===== config.mk =====
export PLATFORM = sky130hd
export DESIGN_NAME = gray_stream_packer
export DESIGN_NICKNAME = d
export VERILOG_FILES = /design/src/rtl/gray_stream_packer.sv
export SDC_FILE = /design/constraint.sdc
export NUM_CORES = 1
export LEC_CHECK = 0
export BUFFER_PORTS_ARGS = -buffer_cell sky130_fd_sc_hd__buf_2
export CAP_MARGIN = 40
export CORE_ASPECT_RATIO = 1.5
export CORE_MARGIN = 2
export CORE_UTILIZATION = 33
export DETAILED_ROUTE_END_ITERATION = 12
export HOLD_SLACK_MARGIN = 0.12
export PLACE_DENSITY = 0.66
export SLEW_MARGIN = 30
export SYNTH_ARGS = -nofsm -noshare
export SYNTH_HDL_FRONTEND = slang
export SYNTH_SLANG_ARGS = --single-unit
export TNS_END_PERCENT = 50

===== constraint.sdc =====
create_clock -name clk -period 1.9 [get_ports clk]
set_input_delay 0.57 -clock clk [delete_from_list [all_inputs] [get_ports clk]]
set_output_delay 0.57 -clock clk [all_outputs]
set_load 0.03 [all_outputs]

===== src/rtl/gray_stream_packer.sv =====
// Packs a vsync/href/strobe gray camera stream into a fixed-geometry {sof, gray[7:0]} pixel stream.
// Define GRAY_PACKER_PAD_EN to build the PAD state that fills short lines with the last accepted pixel.
module gray_stream_packer #(
  parameter int frame_width  = 128,
  parameter int frame_height = 96
) (
  input  logic        clk,
  input  logic        reset_n,
  input  logic        cam_vsync,
  input  logic        cam_href,
  input  logic [7:0]  cam_data,
  input  logic        cam_valid,
  output logic [8:0]  pixel_out,
  output logic        pixel_out_valid,
  output logic        frame_done,
  output logic        line_error,
  output logic        frame_error,
  output logic [15:0] row_count
);

  localparam int CW = $clog2(frame_width + 1);
  localparam logic [CW-1:0] COL_MAX  = CW'(frame_width);
  localparam logic [CW-1:0] COL_LAST = CW'(frame_width - 1);
  localparam logic [15:0]   ROW_LAST = 16'(frame_height - 1);

  typedef enum logic [1:0] {
    WAIT_FRAME,
    LINE_IDLE,
    ACTIVE
`ifdef GRAY_PACKER_PAD_EN
    , PAD
`endif
  } state_t;

  state_t          state, state_n;
  logic            vsync_q;
  logic [CW-1:0]   col, col_n;
  logic [15:0]     row, row_n;
  logic [7:0]      last_pixel, last_n;
  logic            sof_pending, sof_n;
  logic            err_seen, err_n;
  logic            drop_line, drop_n;
  logic [8:0]      pix_n;
  logic            vld_n, done_n, lerr_n, ferr_n;
  logic            accept, line_end;
`ifdef GRAY_PACKER_PAD_EN
  logic            pad_emit;
`endif

  assign row_count = row;

  always_comb begin
    state_n  = state;
    col_n    = col;
    row_n    = row;
    last_n   = last_pixel;
    sof_n    = sof_pending;
    err_n    = err_seen;
    drop_n   = drop_line;
    pix_n    = '0;
    vld_n    = 1'b0;
    done_n   = 1'b0;
    lerr_n   = 1'b0;
    ferr_n   = 1'b0;
    line_end = 1'b0;
`ifdef GRAY_PACKER_PAD_EN
    pad_emit = 1'b0;
`endif
    accept = (state == LINE_IDLE || state == ACTIVE) && cam_href && cam_valid &&
             (col < COL_MAX) && !drop_line;

    if (state != WAIT_FRAME && cam_vsync) begin
      ferr_n  = 1'b1;
      state_n = WAIT_FRAME;
      col_n   = '0;
      row_n   = '0;
      err_n   = 1'b0;
      drop_n  = 1'b0;
    end else begin
      if (accept) begin
        pix_n  = {sof_pending, cam_data};
        vld_n  = 1'b1;
        col_n  = col + 1'b1;
        last_n = cam_data;
        sof_n  = 1'b0;
        if (col == COL_LAST && row == ROW_LAST) done_n = 1'b1;
      end

      case (state)
        WAIT_FRAME: begin
          if (!cam_vsync && vsync_q) begin
            state_n = LINE_IDLE;
            col_n   = '0;
            row_n   = '0;
            sof_n   = 1'b1;
            err_n   = 1'b0;
            drop_n  = 1'b0;
          end
        end
        LINE_IDLE: begin
          if (cam_href) state_n = ACTIVE;
        end
        ACTIVE: begin
          if (cam_href) begin
            if (cam_valid && col == COL_MAX && !err_seen) begin
              lerr_n = 1'b1;
              err_n  = 1'b1;
            end
          end else if (col == COL_MAX) begin
            line_end = 1'b1;
          end else begin
            lerr_n = 1'b1;
            err_n  = 1'b1;
`ifdef GRAY_PACKER_PAD_EN
            pad_emit = 1'b1;
`else
            line_end = 1'b1;
            if (row == ROW_LAST) done_n = 1'b1;
`endif
          end
        end
`ifdef GRAY_PACKER_PAD_EN
        PAD: begin
          pad_emit = 1'b1;
          if (cam_valid && !err_seen) begin
            lerr_n = 1'b1;
            err_n  = 1'b1;
          end
        end
`endif
        default: ;
      endcase

`ifdef GRAY_PACKER_PAD_EN
      // The first pad pixel is emitted in the same cycle the short line is detected.
      if (pad_emit) begin
        pix_n  = {sof_pending, last_pixel};
        vld_n  = 1'b1;
        sof_n  = 1'b0;
        col_n  = col + 1'b1;
        drop_n = 1'b0;
        if (col == COL_LAST) begin
          line_end = 1'b1;
          if (row == ROW_LAST) done_n = 1'b1;
          drop_n = cam_href;
        end else begin
          state_n = PAD;
        end
      end
`endif

      if (line_end) begin
        col_n = '0;
        err_n = 1'b0;
        if (row == ROW_LAST) begin
          state_n = WAIT_FRAME;
        end else begin
          row_n   = row + 16'd1;
          state_n = LINE_IDLE;
        end
      end
    end
  end

  always_ff @(posedge clk or negedge reset_n) begin
    if (!reset_n) begin
      state           <= WAIT_FRAME;
      vsync_q         <= 1'b0;
      col             <= '0;
      row             <= '0;
      last_pixel      <= '0;
      sof_pending     <= 1'b0;
      err_seen        <= 1'b0;
      drop_line       <= 1'b0;
      pixel_out       <= '0;
      pixel_out_valid <= 1'b0;
      frame_done      <= 1'b0;
      line_error      <= 1'b0;
      frame_error     <= 1'b0;
    end else begin
      state           <= state_n;
      vsync_q         <= cam_vsync;
      col             <= col_n;
      row             <= row_n;
      last_pixel      <= last_n;
      sof_pending     <= sof_n;
      err_seen        <= err_n;
      drop_line       <= drop_n;
      pixel_out       <= pix_n;
      pixel_out_valid <= vld_n;
      frame_done      <= done_n;
      line_error      <= lerr_n;
      frame_error     <= ferr_n;
    end
  end

endmodule


# Yosys cells after proc, flatten, opt, wreduce, memory -nomap -nowiden
# Index checks and enable logic that the tools add are counted.
[word_totals] regBits=43 in_bits=13 out_inout_bits=29 wordCells=94
[classes] add_sub_neg=2 n_lt_le_gt_ge=1 n_eq_ne=9 muxes=48 reduce_logical=22
[op_table] operator="16-bit 2-to-1 mux" n=5
[op_table] operator="8-bit 2-to-1 mux" n=5
[op_table] operator="1-bit 2-to-1 mux" n=30
[op_table] operator="9-bit 2-to-1 mux" n=2
[op_table] operator="16-bit by 1-bit adder with 16-bit output (second input constant)" n=1
[op_table] operator="16-bit by 7-bit == test with 1-bit output (second input constant)" n=1
[op_table] operator="1-bit logical AND" n=9
[op_table] operator="8-bit by 1-bit adder with 8-bit output (second input constant)" n=1
[op_table] operator="8-bit by 7-bit == test with 1-bit output (second input constant)" n=1
[op_table] operator="8-bit == test (second input constant)" n=1
[op_table] operator="8-bit less-than comparator (second input constant)" n=1
[op_table] operator="2-bit 2-to-1 mux" n=4
[op_table] operator="4-bit nonzero test" n=2
[op_table] operator="2-bit nonzero test" n=3
[op_table] operator="5-bit by 2-bit inequality test with 1-bit output (second input constant)" n=1
[op_table] operator="5-bit by 4-bit inequality test with 1-bit output (second input constant)" n=1
[op_table] operator="4-bit by 2-bit inequality test with 1-bit output (second input constant)" n=1
[op_table] operator="4-bit inequality test (second input constant)" n=1
[op_table] operator="2-bit case mux with 2 select lines" n=1
[op_table] operator="4-bit AND reduction" n=1
[op_table] operator="1-bit logical NOT" n=3
[op_table] operator="3-bit AND reduction" n=1
[op_table] operator="2-bit by 1-bit == test with 1-bit output (second input constant)" n=1
[op_table] operator="2-bit == test (second input constant)" n=1
[op_table] operator="other kinds (4)" n=4

# Logic depth before layout (Yosys ltp)
# Gate-level depths: netlist (run 1).
[logic_depth] depth_word=12 mapped_depth=9 mapped_depth_nobuf=7

# Worst setup path after synthesis (run 1)
# No wires, ideal clock.
[synth_timing] path_kind="register to register" from="register row[0], in the netlist row_count[0]" to="register row[12], in the netlist row_count[12]" setup_ns=0.070 arrival_ns=2.112 required_time_ns=1.830 setup_slack_ns=-0.282 stages_incl_launch_ff=8 path_buffers=2 period_less_slack_ns=2.182 cell_sequence="dfrtp_1 ha_1 and4_1 clkbuf_1 a41o_1 clkbuf_1 or4_1 nand3_1"
[synth_via] elab_chain_len=4 word_cells_on_any_way=5 classes_between="add/sub: 1; eq/ne: 1; mux: 3"
[synth_rtl] item="from (decl)" line="38" rtl="logic [15:0] row, row_n;"
[synth_rtl] item="from (signal assigned)" line="184" rtl="row <= row_n;"
[synth_rtl] item="16-bit by 1-bit adder with 16-bit output / 16-bit by 7-bit == test with 1-bit output (equally long branches)" line="158, 155"
[synth_rtl] item="16-bit 2-to-1 mux *" line="155" rtl="if (row == ROW_LAST) begin"
[synth_rtl] item="16-bit 2-to-1 mux *" line="152" rtl="if (line_end) begin"
[synth_rtl] item="16-bit 2-to-1 mux *" line="72" rtl="if (state != WAIT_FRAME && cam_vsync) begin"
[synth_rtl] item="via row_n[12]" line="38"
# Mark *: on every way through the listed nets, which the timed path passes. The rest lies on a longest branch.
# A chain may end at the register's enable or synchronous reset.

# Final worst setup path (run 1)
[layout_timing] from="register col[1]" to="register line_error"
[layout_via] elab_chain_len=7 word_cells_on_any_way=8 classes_between="eq/ne: 1; mux: 5; reduce/logical: 2"
[layout_rtl] item="from (decl)" line="37" rtl="logic [CW-1:0] col, col_n;"
[layout_rtl] item="from (signal assigned)" line="183" rtl="col <= col_n;"
[layout_rtl] item="8-bit == test *" line="105, 109"
[layout_rtl] item="1-bit logical AND (2 in series)" line="105" rtl="if (cam_valid && col == COL_MAX && !err_seen) begin"
[layout_rtl] item="1-bit 2-to-1 mux" line="105"
[layout_rtl] item="1-bit 2-to-1 mux *" line="104" rtl="if (cam_href) begin"
[layout_rtl] item="1-bit 2-to-1 mux *" line="89" rtl="case (state)"
[layout_rtl] item="1-bit 2-to-1 mux *" line="72"
[layout_rtl] item="via lerr_n" line="44" rtl="logic vld_n, done_n, lerr_n, ferr_n;"
[layout_rtl] item="to (signal assigned)" line="192" rtl="line_error <= lerr_n;"
[layout_rtl] item="to (decl)" line="16" rtl="output logic line_error,"
# Marks and branches as above.

==> flow_metrics.tcl, run 1 <==
set metrics [dict create \
    avgSynthCellArea_um2 9.67 \
    grt_max_degree 43 \
    clk_path_buf_depth 2 \
    path_clk_slew_ns 0.09 \
    fin_nets 328 \
    ys.flop_type "dfrtp_1" \
    powerDensity_mw_per_mm2 967 \
    ys_seq_area_share_pct 47.9 \
    synth_area_mm2 0.00220 \
    maxSlewViolCount 0 \
    cp-start-kind "flip-flop" \
    core_area_mm2 0.00649 \
    post_route_cells_drive_above_1_share_pct 38.5 \
    critPathKind "reg -> reg" \
    worst_slack_ns -0.168 \
    skew_ns 0.0119 \
    peakVddDrop_v 0.000420 \
    rows 36 \
    timing.final.crit_share_pct 109 \
    cts_tree "done" \
    wire_per_inst_um 15.6 \
    violations "setup timing" \
    vias 2077 \
    drtIter0Drc 186 \
    tns_ns -0.290 \
    clock_sinks 42 \
    cp_max_fo 2 \
    die_w_um 70.6 \
    syn_to_final_growth_pct 37.7 \
    endpoint_kind "flip-flop" \
    yosysMostFrequentCell "dfrtp_1" \
    antenna_found_initial 0 \
    yosys.area.top_type "dfrtp_1" \
    fin_crit_ns 2.07 \
    grt_pass1_wl_mm 10.1 \
    cp_slowest_stage_delay_ns 0.50 \
    die_area_mm2 0.00734 \
    yosysUniqueCellTypes 41 \
    leakage_nw 1.53 \
    grt_pass1_vias 2196 \
    setup_viol 2 \
    firstDrtPassIters 4 \
    syn_nets 247 \
    boundaryPins 42 \
    routed_wl_mm 6.00 \
    hold_viol 0 \
    yosys_warnings 0 \
    grt-ovfl-total 0 \
    maxSlewHeadroom_pct 65.3 \
    rrSetupSlack_ns -0.17 \
    cts_htree_levels 2 \
    synth_common_cells "42 x dfrtp_1, 31 x nand4_1, 16 x and3_1" \
    cts-root-buf "clkbuf_8" \
    cp_cell_sequence "inv_2 > ha_1 > or4b_4 > or4b_4 > or3_4 > a21oi_2" \
    vias_per_cell 5.39 \
    port_buffers 41 \
    cp.arrival_ns 2.30 \
    rsz0062_at_grt "yes" \
    synth_top_area_share_pct 47.9 \
    outcome "finished with violations" \
    synth_cells 227 \
    critPathSlowestCell "or4b_4" \
    ys_seq_elements 42 \
    grtUsageTotal_pct 17.0 \
    dp_hpwl_mm 4.30 \
    ant_nets 0 \
    clkLatencyLatePin_ns 0.30 \
    synthArstFlopShare_pct 100 \
    die_y_um 104 \
    max-cap-violations 0 \
    gp_congestion 0.798 \
    postPlaceCellArea_mm2 0.00283 \
    final_area_mm2 0.00302 \
    required_ns 2.13 \
    drc 0 \
    synth.area.top_cells "dfrtp_1 48%, nand4_1 8.8%, and3_1 4.6%" \
    max_freq_mhz 484 \
    synth-edff-count 0 \
    initial_utilization_pct 33.9 \
    crit_path_frequent_cell "or4b_4" \
    cts_made_buffers 5 \
    reg2reg_depth 6 \
    hold_path_class "in -> async" \
    worst_pin_slew_ns 0.516 \
    antenna_cells 0 \
]
placed cells by master (no fill, tap or decap), types with 2 or more instances in the layout:
cell	count
o31ai_1	2
nor3b_1	2
o21ai_0	5
nand4_1	31
buf_4	45
nor2_1	12
nand3_1	14
xor2_1	5
buf_2	41
nor2b_1	2
dfrtp_2	2
inv_2	3
nor3_1	4
and2_1	2
inv_1	3
nand2b_1	3
ha_1	4
or4b_4	2
ha_2	2
o21a_1	2
a21oi_1	2
or3_1	3
buf_12	2
and3_1	15
and4_1	2
nand2_1	15
or4_1	8
dfrtp_1	40
and3_2	2
clkbuf_8	6
mux2i_1	3
routing by layer:
| metal | global-route usage (%) | up-vias | share of wire [%] |
|---|---|---|---|
| li1 | - | 1019 | - |
| met1 | 18.6 | 1014 | 39 |
| met2 | 31.9 | 34 | 56 |
| met3 | 3.10 | 10 | 2.9 |
| met4 | 6.20 | 0 | 2.3 |
| met5 | 0 | - | 0 |
repair_timing:
action,CTS,global route
hold endpoints to repair,0,0
resized for setup,5,16
buffers inserted,0,1
hold buffers,0,0
setup endpoints to repair,9,15
pin swaps,2,2
per-stage QoR:
stage / util [%] / std cells / total power, mW / setup slack, ns / hold slack (ns)
floorplan: - / 227 / 1.66 / -0.118 / 0.274
global placement: 43.6 / 376 / 2.09 / -0.133 / 0.476
detailed placement: 43.6 / 376 / 2.12 / -0.219 / 0.486
CTS: 45.8 / 384 / 2.90 / -0.177 / 0.234
global route: 46.6 / 385 / 3.08 / -0.195 / 0.250
finish: 46.6 / 385 / 2.93 / -0.168 / 0.224
cells by family after synthesis:
group                      after synthesis  share of synthesized area, %
DFF                                     42                          47.9
adders and majority gates                7                          3.99
and+or+nand+nor                        127                          33.7
xor gates and xnor gates                 6                          2.39
muxes                                    3                          1.37
AOI/OAI and AO/OA                       22                          7.24
buffers and inverters                   20                          3.48
path summary, 6_finish.rpt:
| kind | from | end |
|---|---|---|
| hold reg to reg | sof_pending | pixel_out[8] |
| setup / recovery | col[1] | line_error |
| min in group clk | cam_vsync | vsync_q |
| hold / removal | reset_n | pixel_out[6] |
| setup reg to reg | col[1] | line_error |
| max in group asynchronous | reset_n | row_count[0] |
flip-flops by register name, summed over array words and instances, names as in the netlist:
signal,flops
line_error,1
frame_done,1
row_count,16
vsync_q,1
sof_pending,1
frame_error,1
pixel_out_valid,1
pixel_out,9
col,8
state,2
err_seen,1
area by class of cell:
class / instances / area (um^2)
Fill cell: 645 / 3460
Inverter: 6 / 22.5
Clock inverter: 1 / 30.0
Timing Repair Buffer: 88 / 583
Multi-Input combinational cell: 165 / 1150
Sequential cell: 42 / 1050
Clock buffer: 7 / 86.3
Tap cell: 76 / 95.1
where the power goes:
part / internal (mW) / switching, mW / total [mW]
registers: 0.987 / 0.0450 / 1.03
logic: 0.472 / 0.664 / 1.14
clock network: 0.429 / 0.328 / 0.757
total: 1.89 / 1.04 / 2.93
worst max-delay path: cells and delay by family (launching register included):
kind	cells	cell delay, ns
and+or+nand+nor	3	1.30
DFF	1	0.39
AOI/OAI and AO/OA	1	0.12
buffers and inverters	1	0.06
adders and majority gates	1	0.13
(Power assumes the default switching activity.)
==> run 2: changes to the inputs <==
- CORE_ASPECT_RATIO: 1.5 -> 0.7
==> run 2 against run 1 <==
Compared with the run above:
- the flow still finishes with violations (setup timing)
- cell count up 4.2%
- via count is 0.14% higher
- wire length fell by 3.9%
- worst setup slack improved by 0.014 ns
- flip-flop and latch count did not move
- power rose by 1.7%
- critical path type unchanged
- largest cell class unchanged
- largest power group unchanged
==> flow_metrics.tcl, run 2 (synthesis results as in run 1) <==
set metrics [dict create \
    fin_nets 329 \
    grt_pass1_wl_mm 9.92 \
    die_y_um 72.3 \
    clk_path_buf_depth 2 \
    cts-root-buf "clkbuf_8" \
    cp-start-kind "flip-flop" \
    max_freq_mhz 487 \
    clock_sinks 42 \
    wire_per_inst_um 14.4 \
    dp_hpwl_mm 4.19 \
    firstDrtPassIters 5 \
    grt_util_met3_pct 2.89 \
    grtUsageTotal_pct 17.1 \
    reg2reg_from "col[1]" \
    max-cap-violations 0 \
    boundaryPins 42 \
    vias 2080 \
    die_area_mm2 0.00733 \
    final_cell_mix "46 x buf_4, 41 x buf_2, 40 x dfrtp_1, 31 x nand4_1, 16 x and3_1" \
    grt-ovfl-total 0 \
    endpoint_kind "flip-flop" \
    path_clk_slew_ns 0.09 \
    rows 24 \
    cts_htree_levels 2 \
    worst_pin_slew_ns 0.412 \
    critPathKind "reg -> reg" \
    hold_path_class "in -> async" \
    routed_wl_mm 5.77 \
    ant_nets 0 \
    timing.final.crit_share_pct 108 \
    cp.arrival_ns 2.29 \
    initial_utilization_pct 34.7 \
    maxSlewViolCount 0 \
    antenna_found_initial 0 \
    cp_slowest_stage_delay_ns 0.49 \
    grt_pass1_vias 2022 \
    crit_path_frequent_cell "or4b_4" \
    post_route_cells_drive_above_1_share_pct 37.1 \
    rr_endpoint "line_error" \
    hold_viol 0 \
    grt_max_degree 36 \
    cts_tree "done" \
    dp_worst_setup_slack_ns -0.194 \
    cts_made_buffers 5 \
    final_area_mm2 0.00303 \
    gp_congestion 0.876 \
    leakage_nw 1.52 \
    peakVddDrop_v 0.000428 \
    worst_slack_ns -0.154 \
    maxSlewHeadroom_pct 71.8 \
    outcome "finished with violations" \
    rsz0062_at_grt "yes" \
    clkLatencyLatePin_ns 0.31 \
    final_common_cell "buf_4" \
    skew_ns 0.0118 \
    die_w_um 102 \
    rrSetupSlack_ns -0.15 \
    vias_per_cell 5.19 \
    crit_family "simple AND/OR/NAND/NOR gates" \
    fin_util_pct 47.8 \
    gr-usage-met1_pct 24.6 \
    fin_crit_ns 2.05 \
    drc 0 \
    postPlaceCellArea_mm2 0.00283 \
    syn_to_final_growth_pct 37.8 \
    drtIter0Drc 129 \
    powerDensity_mw_per_mm2 983 \
    cp_cell_sequence "inv_2 > ha_1 > or4b_4 > or4b_4 > or3_4 > a21oi_2" \
    largest_reg_flops 16 \
    critPathBufInv 1 \
    core_area_mm2 0.00634 \
    port_buffers 41 \
    met2_usage_pct 26.8 \
    setup_viol 2 \
    busiest_layer "met2" \
    violations "setup timing" \
    required_ns 2.13 \
    cp_max_fo 2 \
    reg2reg_depth 6 \
    antenna_cells 0 \
    critPathSlowestCell "or4b_4" \
]
## run 2: how the worst max path moves through the flow
stage / start / endpoint / slack, ns / cells past startpoint
after floorplan: col[0] / line_error / -0.12 / 6
after global placement: col[1] / line_error / -0.15 / 6
after detailed placement: col[1] / line_error / -0.19 / 6
after CTS: col[1] / line_error / -0.18 / 6
after global routing: col[1] / line_error / -0.23 / 6
final: col[1] / line_error / -0.15 / 6
## run 2: report_power, final
part	switching, mW	internal [mW]	leakage [nW]	total (mW)
combinational	0.625	0.443	0.881	1.07
sequential	0.0431	0.987	0.571	1.03
clock	0.349	0.527	0.0683	0.875
## run 2: per-layer routing
layer,share of wire (%),wire length [um]
met5,0,0
met2,46,2640
met3,4.5,257
met4,0.80,46
met1,49,2820
## run 2: worst register-to-register path, stage by stage (launching register included)
cell and delay [ns]:
dfrtp_1 0.41, inv_2 0.06, ha_1 0.12, or4b_4 0.45, or4b_4 0.49, or3_4 0.34
a21oi_2 0.12
## run 2: metrics by stage
step / hold WS (ns) / setup TNS [ns] / power, mW / cells
final: 0.180 / -0.208 / 2.97 / 401
after CTS: 0.192 / -0.246 / 2.97 / 400
after global routing: 0.208 / -0.428 / 3.15 / 401
after detailed placement: 0.487 / -0.299 / 2.07 / 390
after floorplan: 0.274 / -0.436 / 1.66 / 227
after global placement: 0.476 / -0.203 / 2.05 / 390
## run 2: timing repair
action,CTS,global route
setup buffers,2,1
endpoints found under the setup margin,2,17
pin swaps,2,2
resized for setup,1,12
hold buffers,0,0
## run 2: area by class of cell
type	instances	area (um^2)
repair buffers	89	582
multi-input cells	165	1120
inverters	6	22.5
well taps	91	114
clock buffers	5	68.8
clock inverters	3	68.8
flip-flops and latches	42	1050
fillers	599	3310
